<file path="src/rtl/pc_sequencer.sv">
// pc_sequencer: PC fetch FSM; drives pc_sel/jump_dir, fetches over imem req/ack, issues instr over valid/ready, queues one jump, flags fetch timeout
module pc_sequencer #(
  parameter int N = 32,
  parameter int TIMEOUT = 16
) (
  input  logic         clk,
  input  logic         rst,
  input  logic [N-1:0] pc_i,
  output logic [1:0]   pc_sel,
  output logic [N-1:0] jump_dir,
  output logic         imem_req,
  output logic [N-1:0] imem_addr,
  input  logic         imem_ack,
  input  logic [31:0]  imem_rdata,
  output logic [31:0]  instr,
  output logic         instr_valid,
  input  logic         instr_ready,
  input  logic         jump_req,
  input  logic [N-1:0] jump_target,
  input  logic         halt,
  output logic         fetch_err
);
  localparam int CW = TIMEOUT > 1 ? $clog2(TIMEOUT) : 1;
  typedef enum logic [2:0] {INIT, FETCH, ISSUE, ADVANCE, HALT, FAULT} state_t;
  state_t state;
  logic [CW-1:0] cnt;
  logic pend;
  logic [N-1:0] pend_t;
  always_ff @(posedge clk or posedge rst) begin
    if (rst) begin
      state  <= INIT;
      instr  <= '0;
      pend   <= 1'b0;
      pend_t <= '0;
      cnt    <= '0;
    end else begin
      if ((state == FETCH || state == ISSUE || state == HALT) && jump_req) begin
        pend   <= 1'b1;
        pend_t <= jump_target;
      end
      case (state)
        INIT: begin
          state <= FETCH;
          cnt   <= '0;
        end
        FETCH: begin
          if (imem_ack) begin
            instr <= imem_rdata;
            state <= ISSUE;
          end else if (cnt == CW'(TIMEOUT - 1)) state <= FAULT;
          else cnt <= cnt + CW'(1);
        end
        ISSUE: if (instr_ready) state <= ADVANCE;
        ADVANCE: begin
          pend  <= 1'b0;
          cnt   <= '0;
          state <= halt ? HALT : FETCH;
        end
        HALT: begin
          if (!halt) begin
            state <= FETCH;
            cnt   <= '0;
          end
        end
        default: state <= FAULT;
      endcase
    end
  end
  assign pc_sel      = state == INIT ? 2'b00 : state == ADVANCE ? {1'b1, pend | jump_req} : 2'b01;
  assign jump_dir    = (state == ADVANCE && jump_req) ? jump_target : pend_t;
  assign imem_req    = state == FETCH;
  assign imem_addr   = pc_i;
  assign instr_valid = state == ISSUE;
  assign fetch_err   = state == FAULT;
endmodule

</file>
<file path="config.mk">
export PLATFORM = sky130hd
export DESIGN_NAME = pc_sequencer
export DESIGN_NICKNAME = d
export VERILOG_FILES = /design/src/rtl/pc_sequencer.sv
export SDC_FILE = /design/constraint.sdc
export NUM_CORES = 1
export LEC_CHECK = 0
export CORE_AREA = 4 4 116 85
export CTS_CLUSTER_SIZE = 25
export DETAILED_ROUTE_END_ITERATION = 8
export DIE_AREA = 0 0 120 89
export PLACE_DENSITY = 0.84
export SLEW_MARGIN = 20
export SYNTH_ARGS = -nofsm -noshare
export SYNTH_HDL_FRONTEND = slang
export SYNTH_SLANG_ARGS = --single-unit
</file>
<file path="constraint.sdc">
create_clock -name clk -period 6.87 [get_ports clk]
set_clock_uncertainty 0.15 [all_clocks]
set_input_delay 2.061 -clock clk [delete_from_list [all_inputs] [get_ports clk]]
set_output_delay 2.061 -clock clk [all_outputs]
set_load 0.02 [all_outputs]
</file>
* Word-level counts from Yosys, hierarchy flattened *
Index checks and enable logic that the tools add are counted.

cells by class
  $add $sub $neg = 1
  equal/unequal tests = 11
  mux-type cells = 15
  bitwise logic cells = 1
  reductions and logical operators = 11

operators by type and width
  operator                                        number
  2-to-1 mux 32 bit                               1
  2-to-1 mux 3 bit                                5
  one-hot mux 3 bit (5 select lines)              1
  2-to-1 mux 4 bit                                3
  one-hot mux 4 bit (3 select lines)              1
  == test 3 x 2 -> 1 bit (second input constant)  2
  == test 3 bit (second input constant)           2
  != test 2 bit (second input constant)           3
  adder 4 x 1 -> 4 bit (second input constant)    1
  == test 4 bit (second input constant)           1
  2-to-1 mux 2 bit                                2
  AND reduction 4 bit                             1
  == test 3 x 1 -> 1 bit (second input constant)  1
  logical NOT 3 bit                               1
  != test 3 x 1 -> 1 bit (second input constant)  1
  AND reduction 3 bit                             1
  nonzero test 3 bit                              1
  logical AND 1 bit                               2
  logical OR 1 bit                                2
  2-to-1 mux 1 bit                                2
  != test 2 x 1 -> 1 bit (second input constant)  1
  AND reduction 2 bit                             1
  nonzero test 2 bit                              1
  OR reduction 2 bit                              1
  OR 1 bit                                        1

word-level totals
  flip-flop bits (word level) = 72
  bits of input ports = 102
  output and inout bits = 101
  word-level logic and storage cells = 44

* Logic depth before layout (Yosys ltp) *
Gate-level depths: netlist of run 1.

  depth after elaboration = 6
  gate-level depth with buffers = 6
  mapped depth without buffers = 5

* Least setup slack after synthesis of run 1 *
OpenSTA, ideal clock, no wires.

  path type = input-to-output
  from = input jump_req
  to = output jump_dir[24]
  arrival = 2815 ps
  data required time = 4659 ps
  path slack = 1844 ps
  cell stages on the path = 3
  path buffers = 1
  cells stage by stage = nand2_1 buf_2 mux2_1

between the ends
  longest elaborated chain between the ends = 2

RTL lines
  item               RTL line  RTL
  start, declared    18        input logic jump_req,
  logical AND 1 bit  70        assign jump_dir = (state == ADVANCE && jump_req) ? jump_target : pend_t;
  2-to-1 mux 32 bit  70
  end, declared      10        output logic [N-1:0] jump_dir,

No other way between the ends.

* Worst setup path after layout of run 1 *
  from = input jump_req
  to = output jump_dir[22]

Same word-level chain as after synthesis.

==> flow_metrics.env, run 1 <==
export IMPL_hold_buffers=0
export IMPL_grt_pass1_wl_um=13000
export IMPL_cp_max_fo=11
export IMPL_rsz0062_at_grt="no"
export IMPL_synth_net_count=368
export IMPL_dr_pass1_iters=4
export IMPL_n_antenna_cell=0
export IMPL_cts_sinks=72
export IMPL_htree_num_levels=3
export IMPL_tritoncts="done"
export IMPL_cts_buffers=9
export IMPL_antenna_found_initial=0
export IMPL_cts_clk_slew_worst_paths_ns=0.05
export IMPL_ys_seq_elements=72
export IMPL_postCtsResizedCells=0
export IMPL_routedWlPerCell_um=15.9
export IMPL_pwr_density_cell_nw_per_um2=509
export IMPL_ios=203
export IMPL_cp_start_kind="primary input"
export IMPL_dp_hpwl_um=5890
export IMPL_ir_drop_uv=287
export IMPL_tns_ns=0
export IMPL_finalCritPeriodShare=0.927
export IMPL_yosysSeqAreaShare=0.518
export IMPL_clock_tree_root_cell="clkbuf_16"
export IMPL_yosys_warnings=0
export IMPL_slew_limit_headroom=0.293
export IMPL_power_leakage_nw=2.11
export IMPL_die_height_um=89
export IMPL_syn_area_um2=3480
export IMPL_core_area_um2=8820
export IMPL_grt_pass1_vias=2602
export IMPL_crit_path_end_kind="primary output"
export IMPL_cts_setup_buffers=0
export IMPL_drv_slew=0
export IMPL_die_w_um=120
export IMPL_critical_path_class="primary input to primary output"
export IMPL_die_area_um2=10700
export IMPL_worst_slew_pin_slew_ns=1.06
export IMPL_fin_ws_ns=0.504
export IMPL_hp_class="register to register"
export IMPL_clock_latency_ns=0.32
export IMPL_avgSynthCellArea_um2=13.1
export IMPL_grt_ovfl_total=0
export IMPL_setup_violations=0
export IMPL_drive_gt1_frac=0.284
export IMPL_port_buffers=138
export IMPL_antenna_left=0
export IMPL_track_usage=0.155
export IMPL_grt_start_max_net_pins=55
export IMPL_nets=475
export IMPL_dp_slack_ns=0.505
export IMPL_detailroute_via_count=2386
export IMPL_placed_area_um2=4750
export IMPL_final_hold_violation_count=0
export IMPL_fin_area_um2=5110
export IMPL_place_congestion=0.765
export IMPL_cp_required_ns=4.66
export IMPL_drc=0
export IMPL_cp_arrival_ns=4.16
export IMPL_area_growth_pct=46.9
export IMPL_initial_core_util=0.394
export IMPL_finalWorstPathRequiredPeriod_ns=6.37
export IMPL_maxCapViolCount=0
export IMPL_netlist_instances=265
export IMPL_placementRows=29
export IMPL_whs_ns=0.333
export IMPL_drt_wl_total_um=7940
export IMPL_fmax_mhz=157
export IMPL_drtIter0Drc=88
export IMPL_yosysUniqueCellTypes=27
export IMPL_outcome="finished, final reports clean"
export IMPL_clockBufferDepth=2
export IMPL_via_per_inst=4.76
[stage by stage]
step	utilization	std cells	power (mW)
after CTS	0.580	501	2.64
after global placement	0.539	485	2.04
after detailed placement	0.539	485	2.08
after floorplan	-	265	1.54
final	0.580	501	2.60
after global routing	0.580	501	2.76
[power by group]
part / leakage [nW] / switching [mW] / internal, mW
Clock: 0.172 / 0.171 / 0.374
Combinational: 1.08 / 0.580 / 0.710
Sequential: 0.853 / 0.125 / 0.642
[routing by layer]
layer  vias to the layer above  wire (µm)  GRT usage
met3                        18        443     0.0576
li1                       1102          -          -
met1                      1174       3330      0.186
met5                         -          0          0
met4                         0        170     0.0593
met2                        92       4000      0.257
[worst paths after layout]
kind                                             from                     to  slack (ns)  cells past startpoint
max in group asynchronous                         rst  instr[24]$_DFFE_PP0P_        3.64                      3
worst max-delay path                         jump_req           jump_dir[22]        0.50                      5
min in group asynchronous                         rst  instr[30]$_DFFE_PP0P_        1.89                      2
worst min register to register  instr[14]$_DFFE_PP0P_  instr[14]$_DFFE_PP0P_        0.33                      1
worst min-delay path            instr[14]$_DFFE_PP0P_  instr[14]$_DFFE_PP0P_        0.33                      1
worst max register to register   state[1]$_DFFE_PP0P_  pend_t[0]$_DFFE_PP0P_        4.44                      4
[area by class of cell]
| cell class | instances | area (µm²) |
|---|---|---|
| fillers | 723 | 3710 |
| flip-flops and latches | 72 | 1800 |
| repair buffers | 142 | 1420 |
| inverters | 6 | 22.5 |
| clock inverters | 5 | 103 |
| well taps | 124 | 155 |
| clock buffers | 11 | 253 |
| multi-input cells | 141 | 1350 |
[cell usage after synthesis (all sizes together)]
library cell	count	area, µm²
a211oi	2	15.0
a21o	1	7.51
a21oi	5	25.0
a31oi	2	12.5
and2	1	6.26
and3b	1	8.76
buf	45	310
clkbuf	1	3.75
dfrtp	72	1800
ha	1	12.5
inv	6	22.5
mux2	96	1080
mux2i	1	10.0
nand2	4	15.0
nand2b	2	12.5
nand3	1	5.00
nand3b	2	15.0
nor2	6	22.5
nor3	4	20.0
o21ai	8	40.0
o311ai	1	8.76
or2	1	6.26
or4	1	7.51
xnor2	1	8.76
[sequential cells by signal (all words and copies together), names as in the netlist]
signal,count
pend,1
state,3
cnt,4
pend_t,32
instr,32
[worst max-delay path, cell delays in order]
cell	delay, ns
clkdlybuf4s50_1	0.49
nand2_1	0.43
buf_4	0.29
mux2_2	0.35
clkdlybuf4s50_1	0.54
[cell usage in the layout, fill, tap and decap left out, types with 2 or more instances in the layout]
master,synthesis,layout
dfrtp_1,72,72
nor2_1,6,6
o21ai_0,6,6
buf_4,34,3
nand2_1,4,4
clkbuf_8,0,2
mux2_1,11,11
mux2_2,85,85
clkdlybuf4s50_1,0,138
inv_1,6,5
nand2b_1,2,2
clkbuf_16,0,9
a211oi_1,2,2
nor3_1,4,4
a31oi_1,2,2
bufinv_16,0,3
a21oi_1,5,5
nand3b_1,2,2
[cell families (layout without fill, tap and decap cells)]
logic type | Yosys count | after routing | share of synthesized area
compound gates | 19 | 19 | 0.0313
xor+xnor | 1 | 1 | 0.00252
fa+ha+maj | 1 | 1 | 0.00360
buf+inv | 52 | 164 | 0.0968
flops | 72 | 72 | 0.518
mux | 97 | 97 | 0.314
simple gates | 23 | 23 | 0.0342
No activity file was read; power rests on OpenSTA's default activity.
==> run 2: changes to the inputs <==
--- a/config.mk
+++ b/config.mk
@@ -9,6 +9,7 @@
 export CTS_CLUSTER_SIZE = 25
 export DETAILED_ROUTE_END_ITERATION = 8
 export DIE_AREA = 0 0 120 89
+export HOLD_SLACK_MARGIN = 0.12
 export PLACE_DENSITY = 0.84
 export SLEW_MARGIN = 20
 export SYNTH_ARGS = -nofsm -noshare
==> constraint.sdc (replaced) <==
create_clock -name clk -period 6.87 [get_ports clk]
set_clock_uncertainty 0.15 [all_clocks]
set_input_delay 1.7175 -clock clk [delete_from_list [all_inputs] [get_ports clk]]
set_output_delay 1.7175 -clock clk [all_outputs]
set_load 0.02 [all_outputs]
==> run 2 against run 1 <==
Against the previous run:
- core utilization shrank 0.23 points
- global-route usage down 0.65 points
- register-to-register slack about the same
- critical endpoint is now jump_dir[23]
==> flow_metrics.env, run 2 (synthesized netlist as in run 1, its figures left out) <==
export IMPL_finalCritPeriodShare=0.863
export IMPL_worst_slew_pin_slew_ns=1.05
export IMPL_outcome="finished, final reports clean"
export IMPL_clock_tree_root_cell="clkbuf_16"
export IMPL_rsz0062_at_grt="no"
export IMPL_ir_drop_uv=230
export IMPL_tns_ns=0
export IMPL_drc=0
export IMPL_antenna_left=0
export IMPL_layout_commonest_cell="clkdlybuf4s50_1"
export IMPL_finalWorstPathRequiredPeriod_ns=5.93
export IMPL_cp_max_fo=19
export IMPL_via_per_inst=4.82
export IMPL_nets=474
export IMPL_hp_class="register to register"
export IMPL_drive_gt1_frac=0.282
export IMPL_drt_wl_total_um=7930
export IMPL_track_usage=0.148
export IMPL_antenna_found_initial=0
export IMPL_dr_pass1_iters=4
export IMPL_ios=203
export IMPL_grt_pass1_wl_um=12400
export IMPL_maxCapViolCount=0
export IMPL_die_area_um2=10700
export IMPL_die_w_um=120
export IMPL_clock_latency_ns=0.33
export IMPL_reg_top3="instr (32), pend_t (32), cnt (4)"
export IMPL_placementRows=29
export IMPL_grt_ovfl_total=0
export IMPL_dpl_cell_count=484
export IMPL_cp_start_kind="primary input"
export IMPL_drtIter0Drc=102
export IMPL_n_antenna_cell=0
export IMPL_clockBufferDepth=2
export IMPL_reg2reg_depth=4
export IMPL_cts_sinks=72
export IMPL_grt_start_max_net_pins=55
export IMPL_r2r_start="state[1]$_DFFE_PP0P_"
export IMPL_port_buffers=138
export IMPL_instances_no_fill=500
export IMPL_tritoncts="done"
export IMPL_cp_required_ns=5.00
export IMPL_hold_buffers=0
export IMPL_slew_limit_headroom=0.297
export IMPL_grt_pass1_vias=2551
export IMPL_fin_area_um2=5090
export IMPL_r2r_end="pend_t[19]$_DFFE_PP0P_"
export IMPL_place_congestion=0.762
export IMPL_detailroute_via_count=2409
export IMPL_cts_buffers=9
export IMPL_hold_end="instr[14]$_DFFE_PP0P_"
export IMPL_area_growth_pct=46.3
export IMPL_fmax_mhz=169
export IMPL_die_height_um=89
export IMPL_initial_core_util=0.394
export IMPL_pwr_density_cell_nw_per_um2=510
export IMPL_min_path_cells=1
export IMPL_hold_start="instr[14]$_DFFE_PP0P_"
export IMPL_final_cell_mix="clkdlybuf4s50_1, mux2_2, dfrtp_1, mux2_1, clkbuf_16"
export IMPL_final_hold_violation_count=0
export IMPL_crit_path_end_kind="primary output"
export IMPL_ff2ff_setup_slack_ns=4.45
export IMPL_power_leakage_nw=2.09
export IMPL_placed_area_um2=4730
export IMPL_whs_ns=0.330
export IMPL_core_area_um2=8820
export IMPL_cts_setup_buffers=0
export IMPL_postCtsResizedCells=0
export IMPL_dp_hpwl_um=5890
export IMPL_routedWlPerCell_um=15.9
export IMPL_htree_num_levels=3
export IMPL_cp_arrival_ns=4.06
export IMPL_cts_clk_slew_worst_paths_ns=0.05
export IMPL_drv_slew=0
export IMPL_setup_violations=0
export IMPL_critical_path_class="primary input to primary output"
-- run 2: worst max-delay path by stage --
stage                  start      endpoint  slack, ns  cells after the start
floorplan           jump_req  jump_dir[24]       2.53                      3
global placement    jump_req  jump_dir[22]       1.01                      5
detailed placement  jump_req  jump_dir[23]       0.95                      5
CTS                 jump_req  jump_dir[28]       0.95                      5
global route        jump_req  jump_dir[28]       0.85                      5
finish              jump_req  jump_dir[23]       0.94                      5
-- run 2: cell type report --
type                            count  area (µm²)
Inverter                            6        22.5
Fill cell                         749        3730
Tap cell                          124         155
Timing Repair Buffer              141        1400
Sequential cell                    72        1800
Multi-Input combinational cell    141        1350
Clock buffer                       11         253
Clock inverter                      5         103
-- run 2: stage by stage --
step	power, mW	setup slack, ns	utilization
detailed placement	2.07	0.950	0.537
global route	2.75	0.854	0.577
floorplan	1.54	2.53	-
global placement	2.04	1.01	0.537
CTS	2.63	0.945	0.577
finish	2.60	0.944	0.577
-- run 2: where the power goes --
part	leakage [nW]	internal (mW)	switching, mW
Sequential	0.853	0.642	0.124
Combinational	1.07	0.707	0.578
Clock	0.172	0.374	0.171
Total	2.09	1.72	0.873
-- run 2: worst max-delay path: stages --
cell	delay, ns
clkdlybuf4s50_1	0.48
nand2_1	0.53
buf_4	0.39
mux2_2	0.37
clkdlybuf4s50_1	0.54
-- run 2: routing by layer --
layer	share of wire	global-route usage	routed length (µm)
met5	0	0	0
met4	0.020	0.0613	155
met3	0.052	0.0512	410
met2	0.51	0.254	4050
met1	0.42	0.173	3320
==> run 3: changes to the inputs <==
--- a/config.mk
+++ b/config.mk
@@ -9,8 +9,8 @@
 export CTS_CLUSTER_SIZE = 25
 export DETAILED_ROUTE_END_ITERATION = 8
 export DIE_AREA = 0 0 120 89
-export HOLD_SLACK_MARGIN = 0.12
-export PLACE_DENSITY = 0.84
+export HOLD_SLACK_MARGIN = 0.02
+export PLACE_DENSITY = 0.93
 export SLEW_MARGIN = 20
 export SYNTH_ARGS = -nofsm -noshare
 export SYNTH_HDL_FRONTEND = slang
==> run 3 against run 2 <==
Against the previous run:
- maximum frequency increased by 6.7%
- sequential share of layout area increased by 0.38 points
- largest power group unchanged
- highest routed layer unchanged
- power decreased by 2.9%
- final cell count unchanged
- register-to-register slack improved by 0.02 ns
- via count decreased by 2.2%
- combinational power about the same
- non-clock buffer count unchanged
==> flow_metrics.env, run 3 (synthesized netlist as in run 1, its figures left out) <==
export IMPL_outcome="finished, final reports clean"
export IMPL_finalWorstPathRequiredPeriod_ns=5.55
export IMPL_place_congestion=0.730
export IMPL_finalCritPeriodShare=0.808
export IMPL_fmax_mhz=180
export IMPL_slowest_delay_ns=0.55
export IMPL_grt_util_met1=0.178
export IMPL_htree_num_levels=3
export IMPL_drive_gt1_frac=0.274
export IMPL_crit_top_cell="clkdlybuf4s50_1"
export IMPL_power_leakage_nw=2.07
export IMPL_detailroute_via_count=2356
export IMPL_layout_commonest_cell="clkdlybuf4s50_1"
export IMPL_crit_path_cell_trace="clkdlybuf4s50_1 > nand2_1 > buf_4 > mux2_2 > clkdlybuf4s50_1"
export IMPL_cts_buffers=9
export IMPL_num_fill_cells=738
export IMPL_ff2ff_setup_slack_ns=4.47
export IMPL_antenna_left=0
export IMPL_grt_pass1_vias=2550
export IMPL_grt_ovfl_total=0
export IMPL_hold_buffers=0
export IMPL_cts_setup_buffers=0
export IMPL_postCtsResizedCells=0
export IMPL_cts_clk_slew_worst_paths_ns=0.05
export IMPL_ir_drop_uv=269
export IMPL_die_w_um=120
export IMPL_cp_max_fo=30
export IMPL_drtIter0Drc=77
export IMPL_cp_arrival_ns=3.69
export IMPL_cp_required_ns=5.00
export IMPL_clockBufferDepth=2
export IMPL_critical_path_slowest_cell="clkdlybuf4s50_1"
export IMPL_placementRows=29
export IMPL_drc=0
export IMPL_via_per_inst=4.71
export IMPL_grtUsageMet2=0.272
export IMPL_slew_limit_headroom=0.323
export IMPL_p_total_mw=2.52
export IMPL_dr_pass1_iters=4
export IMPL_dp_slack_ns=1.29
export IMPL_p_seq_frac=0.304
export IMPL_clock_tree_root_cell="clkbuf_16"
export IMPL_fin_ws_ns=1.32
export IMPL_setup_violations=0
export IMPL_final_cell_mix="clkdlybuf4s50_1, mux2_2, dfrtp_1, mux2_1, clkbuf_16"
export IMPL_use_met3=0.0670
export IMPL_maxCapViolCount=0
export IMPL_comb_power_share=0.511
export IMPL_antenna_found_initial=0
export IMPL_rsz0062_at_grt="no"
export IMPL_routedWlPerCell_um=15.9
export IMPL_cp_start_kind="primary input"
export IMPL_netSwitchingFraction=0.345
export IMPL_dp_hpwl_um=5870
export IMPL_p_clk_frac=0.185
export IMPL_fin_util=0.571
export IMPL_drv_slew=0
export IMPL_clock_latency_ns=0.33
export IMPL_ios=203
export IMPL_reg_top3="instr (32), pend_t (32), cnt (4)"
export IMPL_crit_path_end_kind="primary output"
export IMPL_tns_ns=0
export IMPL_nets=474
export IMPL_n_antenna_cell=0
export IMPL_drt_wl_total_um=7970
export IMPL_track_usage=0.157
export IMPL_hold_start="instr[23]$_DFFE_PP0P_"
export IMPL_die_height_um=89
export IMPL_die_area_um2=10700
export IMPL_p_int_mw=1.65
export IMPL_r2r_start="state[1]$_DFFE_PP0P_"
export IMPL_grt_start_max_net_pins=73
export IMPL_final_hold_violation_count=0
export IMPL_hp_class="register to register"
export IMPL_crit_path_start="jump_req"
export IMPL_p_switching_uw=871
export IMPL_initial_core_util=0.394
export IMPL_critical_path_class="primary input to primary output"
export IMPL_pwr_density_cell_nw_per_um2=501
export IMPL_grt_pass1_wl_um=13000
export IMPL_area_growth_pct=44.8
export IMPL_port_buffers=138
export IMPL_core_area_um2=8820
export IMPL_tritoncts="done"
export IMPL_grt_busiest_layer="met2"
export IMPL_cts_sinks=72
export IMPL_worst_slew_pin_slew_ns=1.01
-- run 3: final timing paths --
kind,end,cells after the start
min in group asynchronous,instr[30]$_DFFE_PP0P_,3
max,jump_dir[10],5
min,instr[23]$_DFFE_PP0P_,1
max in group asynchronous,pend_t[25]$_DFFE_PP0P_,3
min reg2reg,instr[23]$_DFFE_PP0P_,1
max reg2reg,pend_t[8]$_DFFE_PP0P_,4
-- run 3: power groups by stage --
| stage | logic [mW] | clock network (mW) | registers [mW] |
|---|---|---|---|
| 2_1_floorplan | 0.685 | 0 | 0.852 |
| 3_5_place_dp | 1.30 | 0 | 0.771 |
| 6_report | 1.29 | 0.466 | 0.765 |
| 3_3_place_gp | 1.28 | 0 | 0.757 |
| 4_1_cts | 1.31 | 0.483 | 0.766 |
| 5_1_grt | 1.38 | 0.503 | 0.793 |
-- run 3: cell type report --
class                           instances  area [µm²]  area share
Sequential cell                        72        1800       0.358
Tap cell                              124         155      0.0308
Multi-Input combinational cell        141        1350       0.268
Inverter                                6        22.5     0.00447
Clock buffer                           14         264      0.0524
Timing Repair Buffer                  141        1400       0.279
Clock inverter                          2        37.5     0.00745
-- run 3: stage by stage --
step | hold WS (ns) | area, µm² | instances
2_1_floorplan | 0.324 | 3480 | 265
6_report | 0.332 | 5040 | 500
4_1_cts | 0.336 | 5040 | 500
3_3_place_gp | 0.317 | 4730 | 484
5_1_grt | 0.349 | 5040 | 500
3_5_place_dp | 0.324 | 4730 | 484
-- run 3: routing by layer --
layer / share of wire / up-vias
met5: 0 / -
met4: 0.013 / 0
met3: 0.064 / 12
met2: 0.53 / 81
met1: 0.39 / 1157
li1: - / 1106
-- run 3: critical path: cells and delay by family --
| kind | cells | cell delay, ns |
|---|---|---|
| buf+inv | 3 | 1.41 |
| mux | 1 | 0.39 |
| simple gates | 1 | 0.15 |
